===== config.mk =====
export PLATFORM = sky130hd
export DESIGN_NAME = vx_ex_commit_arbiter
export DESIGN_NICKNAME = d
export VERILOG_FILES = /design/src/rtl/vx_ex_commit_arbiter.sv
export SDC_FILE = /design/constraint.sdc
export NUM_CORES = 1
export LEC_CHECK = 0
export ABC_AREA = 1
export BUFFER_PORTS_ARGS = -buffer_cell sky130_fd_sc_hd__buf_2
export CORE_ASPECT_RATIO = 0.8
export CORE_UTILIZATION = 31
export CTS_BUF_LIST = sky130_fd_sc_hd__clkbuf_8
export CTS_CLUSTER_SIZE = 14
export DETAILED_ROUTE_END_ITERATION = 16
export GPL_TIMING_DRIVEN = 1
export MAX_ROUTING_LAYER = met4
export PLACE_DENSITY = 0.48
export SYNTH_ARGS = -nofsm -noshare
export SYNTH_HDL_FRONTEND = slang
export SYNTH_SLANG_ARGS = --single-unit

===== constraint.sdc =====
create_clock -name clk -period 9.67 [get_ports clk]
set_input_delay 0.967 -clock clk [delete_from_list [all_inputs] [get_ports clk]]
set_output_delay 0.967 -clock clk [all_outputs]
set_load 0.01 [all_outputs]

===== src/rtl/vx_ex_commit_arbiter.sv =====
// Execute-stage commit arbiter: per-unit commit FIFOs merged onto one commit channel
// by a round-robin or fixed-priority grant, with flush and a saturating stall counter.
module vx_ex_commit_arbiter #(
    parameter int NUM_UNITS  = 4,
    parameter int DATA_WIDTH = 64,
    parameter int FIFO_DEPTH = 2,
    parameter int ARB_MODE   = 0,
    parameter int CNT_WIDTH  = 32,
    localparam int UW = (NUM_UNITS > 1) ? $clog2(NUM_UNITS) : 1
) (
    input  logic                            clk,
    input  logic                            reset,
    input  logic                            flush,
    input  logic [NUM_UNITS-1:0]            in_valid,
    input  logic [NUM_UNITS*DATA_WIDTH-1:0] in_data,
    output logic [NUM_UNITS-1:0]            in_ready,
    output logic                            out_valid,
    output logic [DATA_WIDTH-1:0]           out_data,
    output logic [UW-1:0]                   out_unit,
    input  logic                            out_ready,
    output logic [CNT_WIDTH-1:0]            stall_count
);
    localparam int PW = (FIFO_DEPTH > 1) ? $clog2(FIFO_DEPTH) : 1;
    localparam int CW = $clog2(FIFO_DEPTH + 1);

    function automatic logic [PW-1:0] ptr_inc(input logic [PW-1:0] p);
        return (p == PW'(FIFO_DEPTH - 1)) ? '0 : p + 1'b1;
    endfunction

    function automatic logic [CNT_WIDTH-1:0] sat_inc(input logic [CNT_WIDTH-1:0] v);
        return (v == '1) ? v : v + 1'b1;
    endfunction

    logic [DATA_WIDTH-1:0] mem [NUM_UNITS][FIFO_DEPTH];
    logic [PW-1:0]         wptr [NUM_UNITS];
    logic [PW-1:0]         rptr [NUM_UNITS];
    logic [CW-1:0]         cnt  [NUM_UNITS];

    logic                 running;
    logic [UW-1:0]        rr_ptr;
    logic                 hold;
    logic [UW-1:0]        held;

    logic [NUM_UNITS-1:0] nonempty;
    logic [NUM_UNITS-1:0] push;
    logic [NUM_UNITS-1:0] pop_u;
    logic [UW-1:0]        base;
    logic [UW-1:0]        idx;
    logic [UW-1:0]        search;
    logic                 found;
    logic [UW-1:0]        grant;
    logic                 pop;

    // running gates in_ready off while reset is asserted, since counts alone read as "not full"
    always_comb begin
        for (int i = 0; i < NUM_UNITS; i++) begin
            nonempty[i] = (cnt[i] != '0);
            in_ready[i] = running && !flush && (cnt[i] != CW'(FIFO_DEPTH));
            push[i]     = in_valid[i] && in_ready[i];
        end
    end

    // Grant: a stalled head keeps its grant; otherwise search from the base index
    always_comb begin
        base   = (ARB_MODE == 0) ? rr_ptr : '0;
        idx    = base;
        found  = 1'b0;
        search = '0;
        for (int k = 0; k < NUM_UNITS; k++) begin
            if (!found && nonempty[idx]) begin
                found  = 1'b1;
                search = idx;
            end
            idx = (idx == UW'(NUM_UNITS - 1)) ? '0 : idx + 1'b1;
        end
        grant     = hold ? held : search;
        out_valid = |nonempty;
        out_unit  = out_valid ? grant : '0;
        out_data  = out_valid ? mem[grant][rptr[grant]] : '0;
        pop       = out_valid && out_ready && !flush;
        for (int i = 0; i < NUM_UNITS; i++) begin
            pop_u[i] = pop && (grant == UW'(i));
        end
    end

    always_ff @(posedge clk) begin
        for (int i = 0; i < NUM_UNITS; i++) begin
            if (push[i]) mem[i][wptr[i]] <= in_data[i*DATA_WIDTH +: DATA_WIDTH];
        end
    end

    always_ff @(posedge clk or negedge reset) begin
        if (!reset) begin
            for (int i = 0; i < NUM_UNITS; i++) begin
                wptr[i] <= '0;
                rptr[i] <= '0;
                cnt[i]  <= '0;
            end
        end else if (flush) begin
            for (int i = 0; i < NUM_UNITS; i++) begin
                wptr[i] <= '0;
                rptr[i] <= '0;
                cnt[i]  <= '0;
            end
        end else begin
            for (int i = 0; i < NUM_UNITS; i++) begin
                if (push[i])  wptr[i] <= ptr_inc(wptr[i]);
                if (pop_u[i]) rptr[i] <= ptr_inc(rptr[i]);
                case ({push[i], pop_u[i]})
                    2'b10:   cnt[i] <= cnt[i] + 1'b1;
                    2'b01:   cnt[i] <= cnt[i] - 1'b1;
                    default: ;
                endcase
            end
        end
    end

    always_ff @(posedge clk or negedge reset) begin
        if (!reset) begin
            running     <= 1'b0;
            rr_ptr      <= '0;
            hold        <= 1'b0;
            held        <= '0;
            stall_count <= '0;
        end else begin
            running <= 1'b1;
            if (out_valid && !out_ready) stall_count <= sat_inc(stall_count);
            if (flush) begin
                rr_ptr <= '0;
                hold   <= 1'b0;
            end else begin
                hold <= out_valid && !out_ready;
                held <= grant;
                if (pop && ARB_MODE == 0)
                    rr_ptr <= (grant == UW'(NUM_UNITS - 1)) ? '0 : grant + 1'b1;
            end
        end
    end
endmodule


==> results of run 1 <==
-- worst paths after layout --
path,slack (ns),end
min in group clk,0.44,mem[2][36]
max reg2reg,4.55,cnt[3]
min reg2reg,0.50,stall_count[15]
min,0.42,stall_count[11]
max in group asynchronous,8.75,base[0]
max,2.47,out_data[60]
-- metal layers --
layer / part of all wire / track usage / vias up / wire (um)
met3: 0.065 / 0.0451 / 133 / 5470
li1: - / - / 9368 / -
met2: 0.45 / 0.310 / 599 / 38400
met1: 0.46 / 0.276 / 9560 / 38700
met4: 0.024 / 0.0630 / 0 / 2040
met5: 0 / - / - / 0
-- registers in the layout (all words and copies together), names as in the netlist --
register	flops
hold	1
mem	512
wptr	4
base	2
stall_count	32
held	2
running	1
cnt	8
rptr	4
-- per-stage QoR --
step	power [mW]	instance area [sq um]	std cells	setup WS, ns	utilization
global route	12.6	30500	4189	1.97	0.370
CTS	11.8	30400	4162	2.41	0.370
floorplan	7.35	25800	2633	4.74	-
finish	11.6	30500	4191	2.47	0.371
global placement	9.62	28600	3979	3.29	0.348
detailed placement	9.63	28600	3979	3.22	0.348
-- logic make-up (layout without fill, tap and decap cells) --
group	count (synthesis)	after routing	share of synthesized area
AOI/OAI and AO/OA	26	26	0.00534
xor gates and xnor gates	29	29	0.00986
adders and majority gates	3	3	0.00146
buffers and inverters	459	884	0.0730
DFF	566	566	0.649
other	1	30	0.000146
and+or+nand+nor	1549	1549	0.261
-- layout make-up --
type                            count  area (sq um)
Fill cell                        8330         51700
Timing Repair Buffer              389          2020
Antenna cell                       29          72.6
Clock inverter                     82           432
Sequential cell                   566         16700
Multi-Input combinational cell   1608          7270
Tap cell                         1104          1380
Inverter                          312          1170
Clock buffer                      101          1390
-- synthesized netlist by cell type, types with 2 or more instances --
cell type | instances | area [sq um]
nand2_1 | 642 | 2410
edfxtp_1 | 512 | 15400
nand3_1 | 413 | 2070
nor2_1 | 375 | 1410
inv_1 | 308 | 1160
buf_2 | 78 | 390
nand3b_1 | 65 | 488
dfrtp_1 | 54 | 1350
clkbuf_1 | 45 | 169
xor2_1 | 22 | 193
nor3_1 | 19 | 95.1
nand4_1 | 17 | 106
o21ai_0 | 16 | 80.1
buf_4 | 12 | 90.1
buf_1 | 10 | 37.5
xnor2_1 | 7 | 61.3
nand2_2 | 5 | 31.3
a21oi_1 | 3 | 15.0
ha_1 | 3 | 37.5
inv_2 | 3 | 11.3
nor4_1 | 3 | 18.8
o21ai_1 | 3 | 15.0
buf_6 | 2 | 22.5
nor2_4 | 2 | 22.5
o21bai_1 | 2 | 15.0
o22ai_1 | 2 | 12.5
or2_2 | 2 | 12.5
-- placed cells by master, fill, tap and decap left out, types with 2 or more instances in the layout --
cell type | synthesis | routed
xnor2_1 | 7 | 7
diode_2 | 0 | 29
a21oi_1 | 3 | 3
dfrtp_1 | 54 | 54
nor2_1 | 375 | 367
nand2_8 | 0 | 2
nand2_2 | 5 | 4
xor2_1 | 22 | 22
nand2_1 | 642 | 639
buf_2 | 78 | 366
clkinv_2 | 0 | 15
inv_1 | 308 | 345
bufinv_16 | 0 | 3
nand3b_1 | 65 | 65
nand4_1 | 17 | 17
ha_1 | 3 | 3
nor3_1 | 19 | 19
clkbuf_8 | 0 | 101
edfxtp_1 | 512 | 512
inv_6 | 0 | 2
nand3_1 | 413 | 413
o21ai_1 | 3 | 3
inv_2 | 3 | 3
nor2_4 | 2 | 10
nand2_4 | 1 | 3
buf_4 | 12 | 22
o22ai_1 | 2 | 2
nor4_1 | 3 | 3
clkinv_1 | 1 | 24
o21ai_0 | 16 | 16
-- power by group through the flow --
stage                     clock [mW]  combinational, mW  sequential (mW)
final                           2.08               6.63             2.89
after detailed placement           0               6.69             2.94
after global placement             0               6.69             2.93
after floorplan                    0               4.42             2.93
after global routing            2.25               7.43             2.90
after CTS                       2.15               6.72             2.89
-- critical path, delay by kind of cell, from the launching register on --
| family | cells | cell delay [ns] |
|---|---|---|
| buffers and inverters | 3 | 1.62 |
| flip-flops | 1 | 0.44 |
| adder cells (fa/ha/maj) | 1 | 0.25 |
| AND/OR/NAND/NOR | 15 | 2.88 |
==> reports/qor.csv, run 1 <==
stage,metric,value,unit
logic_synthesis,syn_nets,2900,
logic_synthesis,yosys_warnings,0,
routing,drc,0,
critical_path,cp-start-kind,flop,
critical_path,critical_path.max_fanout,195,
global_route,grt_pass1_wl,125000,um
pwr,power_density,381,nW/um^2
critical_path,startpoint,base[0],
worst_hold_path,min_path_type,in2async,
global_route,grt_start_max_net_pins,196,
clocking,insertion_delay,0.72,ns
routing,vias,19660,
timing,min_period,7.20,ns
timing,fin_hold_ws,0.425,ns
logic_synthesis,syn_area,25800,sq um
clocking,htree_levels,3,
clocking,post_cts_resize_count,0,
pwr,p_leak,13.6,nW
placement,gp_congestion,0.864,
critical_path,r2r_start,base[0],
global_route,antenna_found_initial,28,
routing,drt_pass1_iterations,7,
routing,wl_per_cell,20.2,um
pwr,p_comb_frac,0.572,
logic_synthesis,syn_area_per_cell,9.78,sq um
pwr,peakVddDrop,0.534,mV
placement,place_hpwl,50500,um
logic_synthesis,ys_ff_latch,566,
clocking,cts_tree,yes,
timing,max_freq,139,MHz
timing,worstMarginPinSlew,1.21,ns
die,start_util,0.313,
timing,finalSetupViolCount,0,
routing,viasPerCell,4.69,
timing,tns,0,ns
routing,ant_nets,0,
global_route,track_usage,0.206,
status,status,"finished, final reports clean",
logic_synthesis,yosys.cell_types.count,35,
die,dieHeight,260,um
timing,rsz0062_at_grt,false,
critical_path,endpoint_kind,primary output,
pwr,power_switching,5.83,mW
critical_path,reg2regPathDepth,20,
pwr,p_seq_frac,0.249,
die,die_w,324,um
die,core,82200,sq um
critical_path,cp_common_cell,nand2_1,
timing,slew_headroom,0.192,
logic_synthesis,syn_inst,2633,
timing,fin_skew,0.0218,ns
global_route,grt_overflow_total,0,
final_layout,nets,3241,
die,ios,367,
placement,portBuffers,366,
clocking,postCtsSetupBuffers,0,
logic_synthesis,synth_edf_count,512,
timing,hold_viol,0,
pwr,p_int,5.77,mW
logic_synthesis,synth_flop_cell,edfxtp_1,
die,placementRows,94,
critical_path,worstPathRequired,8.70,ns
die,dieArea,84300,sq um
critical_path,crit_chain,ha_1 -> nor2_2 -> nand2_1 -> nand2_1 -> nand2_1 -> nand2_2 -> nand2_2 -> nor2_4 -> nand2_2 -> nand4_4 -> buf_12 -> nand2_8 -> nand2_1 -> nand3_1 -> nand2_4 -> buf_4 -> nor2_1 -> nor2_1 -> buf_2,
timing,drv_slew,0,
final_layout,drive_gt1_frac,0.177,
pwr,clkPwrFrac,0.180,
clocking,cts_hold_buffers,0,
clocking,cts_buffers,97,
critical_path,cp.arrival,6.23,ns
clocking,clkTransAtPathRegs,0.06,ns
critical_path,path_class,reg2out,
timing,min_period_over_period,0.744,
critical_path,slowest_stage,buf_4,
clocking,clock_sinks,566,
clocking,cts_root_buffer,clkbuf_8,
critical_path,slowest_delay,0.82,ns
clocking,clockBufferDepth,3,
logic_synthesis,synth_seq_area_share,0.649,
routing,drt-initial-drc-count,1377,
flow_run,maxCapViolCount,0,
global_route,grt_pass1_vias,19406,
routing,drt_wl_total,84500,um
pwr,switching_share,0.503,
logic_synthesis,async_flop_share,0.0954,
final_layout,area_growth,18.3,%
(Power assumes the default switching activity.)
==> run 2, diff against run 1 <==
--- a/config.mk
+++ b/config.mk
@@ -5,7 +5,7 @@
 export SDC_FILE = /design/constraint.sdc
 export NUM_CORES = 1
 export LEC_CHECK = 0
-export ABC_AREA = 1
+export ABC_AREA = 0
 export BUFFER_PORTS_ARGS = -buffer_cell sky130_fd_sc_hd__buf_2
 export CORE_ASPECT_RATIO = 0.8
 export CORE_UTILIZATION = 31
@@ -14,7 +14,7 @@
 export DETAILED_ROUTE_END_ITERATION = 16
 export GPL_TIMING_DRIVEN = 1
 export MAX_ROUTING_LAYER = met4
-export PLACE_DENSITY = 0.48
+export PLACE_DENSITY = 0.49
 export SYNTH_ARGS = -nofsm -noshare
 export SYNTH_HDL_FRONTEND = slang
 export SYNTH_SLANG_ARGS = --single-unit
==> constraint.sdc (replaced) <==
create_clock -name clk -period 7.2 [get_ports clk]
set_input_delay 0.72 -clock clk [delete_from_list [all_inputs] [get_ports clk]]
set_output_delay 0.72 -clock clk [all_outputs]
set_load 0.01 [all_outputs]
==> run 2 against run 1 <==
  * Global-route usage down 3.7 points
  * Clock power increased by 33%
  * Worst setup slack worse by 1.3 ns
  * Wire length decreased by 27%
  * Largest power group unchanged
  * Final cell count fell by 32%
  * Die area fell by 10%
  * Largest cell class unchanged
==> reports/qor.csv, run 2 <==
stage,metric,value,unit
final_layout,multiInputGateArea,6030,sq um
logic_synthesis,syn_inst,1343,
final_layout,nets,2027,
global_route,grt_overflow_total,0,
logic_synthesis,synth_compound_area_frac,0.0361,
clocking,post_cts_resize_count,0,
logic_synthesis,yosys.cell_types.count,54,
pwr,switching_share,0.400,
logic_synthesis,synth_fa_ha_area_frac,0.00163,
global_route,grt_pass1_wl,90000,um
logic_synthesis,synth_seq_area_share,0.725,
pwr,p_seq_frac,0.274,
logic_synthesis,syn_area_per_cell,17.2,sq um
status,status,"finished, final reports clean",
critical_path,r2r_start,base[1],
logic_synthesis,async_flop_share,0.0954,
pwr,p_int,8.38,mW
logic_synthesis,synthMuxAreaShare,0.172,
logic_synthesis,yosys-top-cells-count,"edfxtp_1, mux2i_1, a22o_1, dfrtp_1, nor2_1",
routing,viasPerCell,4.61,
clocking,cts_buffers,96,
logic_synthesis,synth_top_cell_by_area,edfxtp_1,
placement,gp_congestion,0.803,
logic_synthesis,synth_top_family_by_area,multiplexers,
logic_synthesis,synth_simple_gate_area_frac,0.0304,
timing,rsz0062_at_grt,false,
final_layout,area_growth,21.4,%
timing,fin_skew,0.0253,ns
pwr,power_density,499,nW/um^2
final_layout,drive_gt1_frac,0.286,
die,ios,367,
logic_synthesis,ys_ff_latch,566,
pwr,p_leak,10.6,nW
die,dieHeight,246,um
critical_path,reg2regPathDepth,13,
final_layout,final_common_cell,edfxtp_1,
die,start_util,0.313,
clocking,cts_tree,yes,
placement,place_hpwl,38100,um
global_route,track_usage,0.169,
clocking,postCtsSetupBuffers,0,
timing,worstMarginPinSlew,1.26,ns
pwr,p_comb_frac,0.527,
die,core,73700,sq um
timing,drv_slew,0,
routing,ant_nets,0,
global_route,grt_pass1_vias,13908,
clocking,clkTransAtPathRegs,0.06,ns
critical_path,critical_path.max_fanout,36,
die,die_w,307,um
critical_path,cp-start-kind,flop,
logic_synthesis,synth_edf_count,512,
final_layout,largest_reg_flops,512,
logic_synthesis,syn_nets,1610,
timing,min_period_over_period,0.833,
logic_synthesis,synth_flop_cell,edfxtp_1,
routing,drt_wl_total,62100,um
clocking,htree_levels,3,
logic_synthesis,synth-xor-area-share,0.0182,
routing,drt_pass1_iterations,5,
worst_hold_path,min_path_type,in2async,
final_layout,num-fill-cells,7018,
routing,drc,0,
timing,hold_viol,0,
logic_synthesis,syn_area,23100,sq um
critical_path,worstPathRequired,6.48,ns
clocking,insertion_delay,0.70,ns
clocking,cts_hold_buffers,0,
final_layout,final_cell_mix,"edfxtp_1, mux2i_1, buf_2",
timing,max_freq,167,MHz
critical_path,reg2reg_to,cnt[3],
pwr,power_switching,5.58,mW
critical_path,cp.arrival,5.28,ns
timing,finalSetupViolCount,0,
die,dieArea,75500,sq um
placement,portBuffers,366,
timing,slew_headroom,0.159,
final_layout,utilization,0.380,
critical_path,regToRegSetupSlack,3.06,ns
final_layout,regArea,16700,sq um
routing,wl_per_cell,21.7,um
timing,min_period,6.00,ns
logic_synthesis,synth_top_area_frac,0.667,
routing,drt-initial-drc-count,762,
logic_synthesis,yosys_warnings,0,
flow_run,maxCapViolCount,0,
critical_path,endpoint_kind,primary output,
clocking,clock_sinks,566,
pwr,clkPwrFrac,0.199,
global_route,antenna_found_initial,25,
global_route,grt_start_max_net_pins,104,
timing,tns,0,ns
die,placementRows,89,
clocking,cts_root_buffer,clkbuf_8,
pwr,peakVddDrop,0.749,mV
routing,vias,13217,
logic_synthesis,yosysMostFrequentCell,edfxtp_1,
clocking,clockBufferDepth,3,
critical_path,path_class,reg2out,
logic_synthesis,yosys-top-cells-area,"edfxtp_1, mux2i_1, dfrtp_1, a22o_1, xnor2_1",
-- run 2: changes by cell type in the layout (fill, tap and decap cells not counted), sizes merged, moves of 26 or more --
cell,previous run,this run
a22o,0,64
inv,350,50
mux2i,0,387
nand2,648,38
nand3,414,11
nand3b,65,0
nor2,378,47
xnor2,7,33
-- run 2: cells by family after synthesis --
logic type,Yosys count
flops,566
mux,393
other cells,1
simple gates,147
xor+xnor,48
fa+ha+maj,3
compound gates,103
buf+inv,82
-- run 2: how the worst max path moves through the flow --
stage                     startpoint      endpoint  slack [ns]  cells after the start
after floorplan                flush     mem[3][0]        2.46                      5
after global placement       base[1]  out_data[63]        2.02                     11
after detailed placement     base[1]  out_data[63]        1.88                     11
after CTS                    base[1]  out_data[63]        1.05                     11
after global routing         base[1]  out_data[63]        0.88                     11
final                        base[1]  out_data[63]        1.20                     11
-- run 2: power groups by stage --
stage          Combinational [mW]  Clock [mW]  Sequential [mW]
2_1_floorplan                5.23           0             3.88
3_3_place_gp                 7.40           0             3.89
3_5_place_dp                 7.45           0             3.89
4_1_cts                      7.48        2.88             3.83
5_1_grt                      7.93        3.00             3.84
6_report                     7.36        2.77             3.83
-- run 2: per-stage QoR --
| stage | total power [mW] | worst slack [ns] | hold WS (ns) | instances | cell area, sq um |
|---|---|---|---|---|---|
| 5_1_grt | 14.8 | 0.877 | 0.138 | 2863 | 28000 |
| 6_report | 14.0 | 1.20 | 0.184 | 2864 | 28000 |
| 4_1_cts | 14.2 | 1.05 | 0.0968 | 2838 | 27900 |
| 3_5_place_dp | 11.3 | 1.88 | 0.479 | 2663 | 26100 |
| 2_1_floorplan | 9.10 | 2.46 | 0.424 | 1343 | 23100 |
| 3_3_place_gp | 11.3 | 2.02 | 0.482 | 2663 | 26100 |
-- run 2: area by class of cell --
class,count,share of cell area
Antenna cell,26,0.00232
Sequential cell,566,0.598
Inverter,15,0.00228
Tap cell,1001,0.0447
Multi-Input combinational cell,695,0.215
Timing Repair Buffer,386,0.0721
Clock buffer,101,0.0497
Clock inverter,74,0.0160
-- run 2: critical path, stage by stage, from the launching register on --
cell and delay [ns]:
dfrtp_1 0.52, ha_1 0.27, or2_1 0.27, mux4_2 0.56, a2111oi_2 0.37, a311o_2 0.37, o2111ai_1 0.16, o22a_1 0.28
nor2_4 0.93, buf_12 0.37, a22o_1 0.27, buf_2 0.16
-- run 2: per-layer routing --
| metal | global-route usage | up-vias | routed length, um | part of all wire |
|---|---|---|---|---|
| met2 | 0.254 | 360 | 28500 | 0.46 |
| met4 | 0.0501 | 0 | 1110 | 0.018 |
| met1 | 0.217 | 6648 | 28300 | 0.46 |
| li1 | - | 6122 | - | - |
| met5 | - | - | 0 | 0 |
| met3 | 0.0525 | 87 | 4150 | 0.067 |
==> run 3, diff against run 2 <==
==> constraint.sdc (replaced) <==
create_clock -name clk -period 5.7 [get_ports clk]
set_input_delay 0.57 -clock clk [delete_from_list [all_inputs] [get_ports clk]]
set_output_delay 0.57 -clock clk [all_outputs]
set_load 0.01 [all_outputs]
==> run 3 against run 2 <==
  * Sequential power grew 26%
  * Worst hold slack got worse by 0.094 ns
  * Final area rose by 9.3%
  * Die area is the same
  * Clock skew increased by 0.011 ns
  * Combinational power increased by 30%
  * Sequential cell count stayed put
  * Non-clock buffer count rose by 266
  * Critical path type unchanged
==> reports/qor.csv, run 3 (synthesis results as in run 2) <==
stage,metric,value,unit
pwr,p_leak,11.7,nW
critical_path,regToRegSetupSlack,1.26,ns
critical_path,cp-start-kind,flop,
clocking,clkTransAtPathRegs,0.06,ns
timing,fin_skew,0.0361,ns
global_route,antenna_found_initial,15,
clocking,post_cts_resize_count,0,
die,core,73700,sq um
pwr,switching_share,0.399,
flow_run,maxCapViolCount,0,
timing,min_period,5.35,ns
final_layout,drive_gt1_frac,0.254,
die,start_util,0.313,
timing,hold_viol,0,
critical_path,cp.arrival,4.78,ns
timing,drv_slew,0,
routing,ant_nets,0,
pwr,peakVddDrop,0.717,mV
routing,wl_per_cell,20.4,um
die,dieArea,75500,sq um
pwr,p_int,10.7,mW
final_layout,num-fill-cells,6888,
final_layout,largest_reg_flops,512,
critical_path,r2r_start,base[1],
placement,pre_cts_slack,1.14,ns
critical_path,worstPathRequired,5.13,ns
timing,finalSetupViolCount,0,
pwr,power_density,583,nW/um^2
routing,drt-initial-drc-count,723,
die,die_w,307,um
final_layout,area_growth,32.7,%
pwr,p_comb_frac,0.537,
clocking,cts_buffers,96,
routing,drt_pass1_iterations,5,
final_layout,multiInputGateArea,6030,sq um
final_layout,final_common_cell,edfxtp_1,
routing,viasPerCell,4.58,
timing,tns,0,ns
pwr,power_switching,7.11,mW
timing,worstMarginPinSlew,1.03,ns
clocking,clock_sinks,566,
timing,min_period_over_period,0.938,
global_route,track_usage,0.173,
critical_path,reg2reg_to,cnt[3],
routing,drt_wl_total,63500,um
final_layout,nets,2293,
placement,portBuffers,366,
die,dieHeight,246,um
timing,slew_headroom,0.307,
timing,fin_hold_ws,0.0902,ns
critical_path,path_class,reg2out,
final_layout,final_cell_mix,"edfxtp_1, mux2i_1, buf_2",
global_route,grt_overflow_total,0,
critical_path,critical_path.max_fanout,81,
global_route,grt_pass1_vias,15165,
placement,placed_area,26200,sq um
clocking,insertion_delay,0.73,ns
pwr,p_seq_frac,0.271,
critical_path,endpoint_kind,primary output,
placement,placed_cells,2674,
final_layout,utilization,0.415,
final_layout,fin_cells,3116,
clocking,htree_levels,3,
pwr,clkPwrFrac,0.192,
placement,place_hpwl,39200,um
die,ios,367,
critical_path,reg2regPathDepth,13,
pwr,p_total,17.8,mW
timing,fin_ws,0.354,ns
final_layout,regArea,16700,sq um
worst_hold_path,min_path_cells,1,
routing,vias,14267,
timing,max_freq,187,MHz
worst_hold_path,hold_start,in_data[105],
die,placementRows,89,
clocking,postCtsSetupBuffers,0,
worst_hold_path,min_path_type,in2reg,
global_route,grt_pass1_wl,93700,um
placement,gp_congestion,0.801,
global_route,grt_start_max_net_pins,82,
clocking,clockBufferDepth,3,
clocking,cts_root_buffer,clkbuf_8,
status,status,"finished, final reports clean",
clocking,cts_tree,yes,
final_layout,final_area,30600,sq um
timing,rsz0062_at_grt,false,
routing,drc,0,
worst_hold_path,holdPathEnd,mem[1][105],
[run 3: power by group through the flow]
| stage | Sequential (mW) | Combinational (mW) | Clock [mW] |
|---|---|---|---|
| 5_1_grt | 4.86 | 10.3 | 3.72 |
| 3_3_place_gp | 4.91 | 9.49 | 0 |
| 2_1_floorplan | 4.90 | 6.60 | 0 |
| 6_report | 4.84 | 9.57 | 3.42 |
| 4_1_cts | 4.84 | 9.71 | 3.55 |
| 3_5_place_dp | 4.92 | 9.54 | 0 |
[run 3: what timing repair did]
item,in CTS,in global routing
setup endpoints to repair,0,0
hold endpoints to repair,561,0
hold buffers,255,0
[run 3: cell type report]
| class | count | area share |
|---|---|---|
| Sequential cell | 566 | 0.547 |
| Multi-Input combinational cell | 695 | 0.197 |
| Timing Repair Buffer | 652 | 0.154 |
| Clock buffer | 101 | 0.0454 |
| Tap cell | 1001 | 0.0409 |
| Clock inverter | 70 | 0.0126 |
| Inverter | 15 | 0.00209 |
| Antenna cell | 16 | 0.00131 |
[run 3: routing by layer]
layer / up-vias / global-route usage / routed length [um]
met5: - / - / 0
met4: 0 / 0.0490 / 1220
met3: 105 / 0.0437 / 3770
met2: 418 / 0.272 / 30100
met1: 7134 / 0.221 / 28500
li1: 6610 / - / -
[run 3: worst max-delay path: stages (launching register included)]
cell and delay [ns]:
dfrtp_1 0.48, ha_1 0.29, or2_1 0.31, and3_1 0.22, o211a_2 0.26, mux2_2 0.29, a21oi_1 0.54, inv_8 0.43
buf_4 0.41, mux2i_1 0.23, mux2i_1 0.10, a22o_1 0.28, buf_2 0.14
[run 3: worst max-delay path by stage]
stage / startpoint / end / slack, ns / cells after the start
2_1_floorplan: flush / mem[3][0] / 1.11 / 5
3_3_place_gp: base[1] / out_data[7] / 1.21 / 12
3_5_place_dp: base[0] / out_data[44] / 1.14 / 12
4_1_cts: base[0] / out_data[44] / 0.31 / 12
5_1_grt: base[0] / out_data[46] / 0.06 / 12
6_report: base[0] / out_data[8] / 0.35 / 12
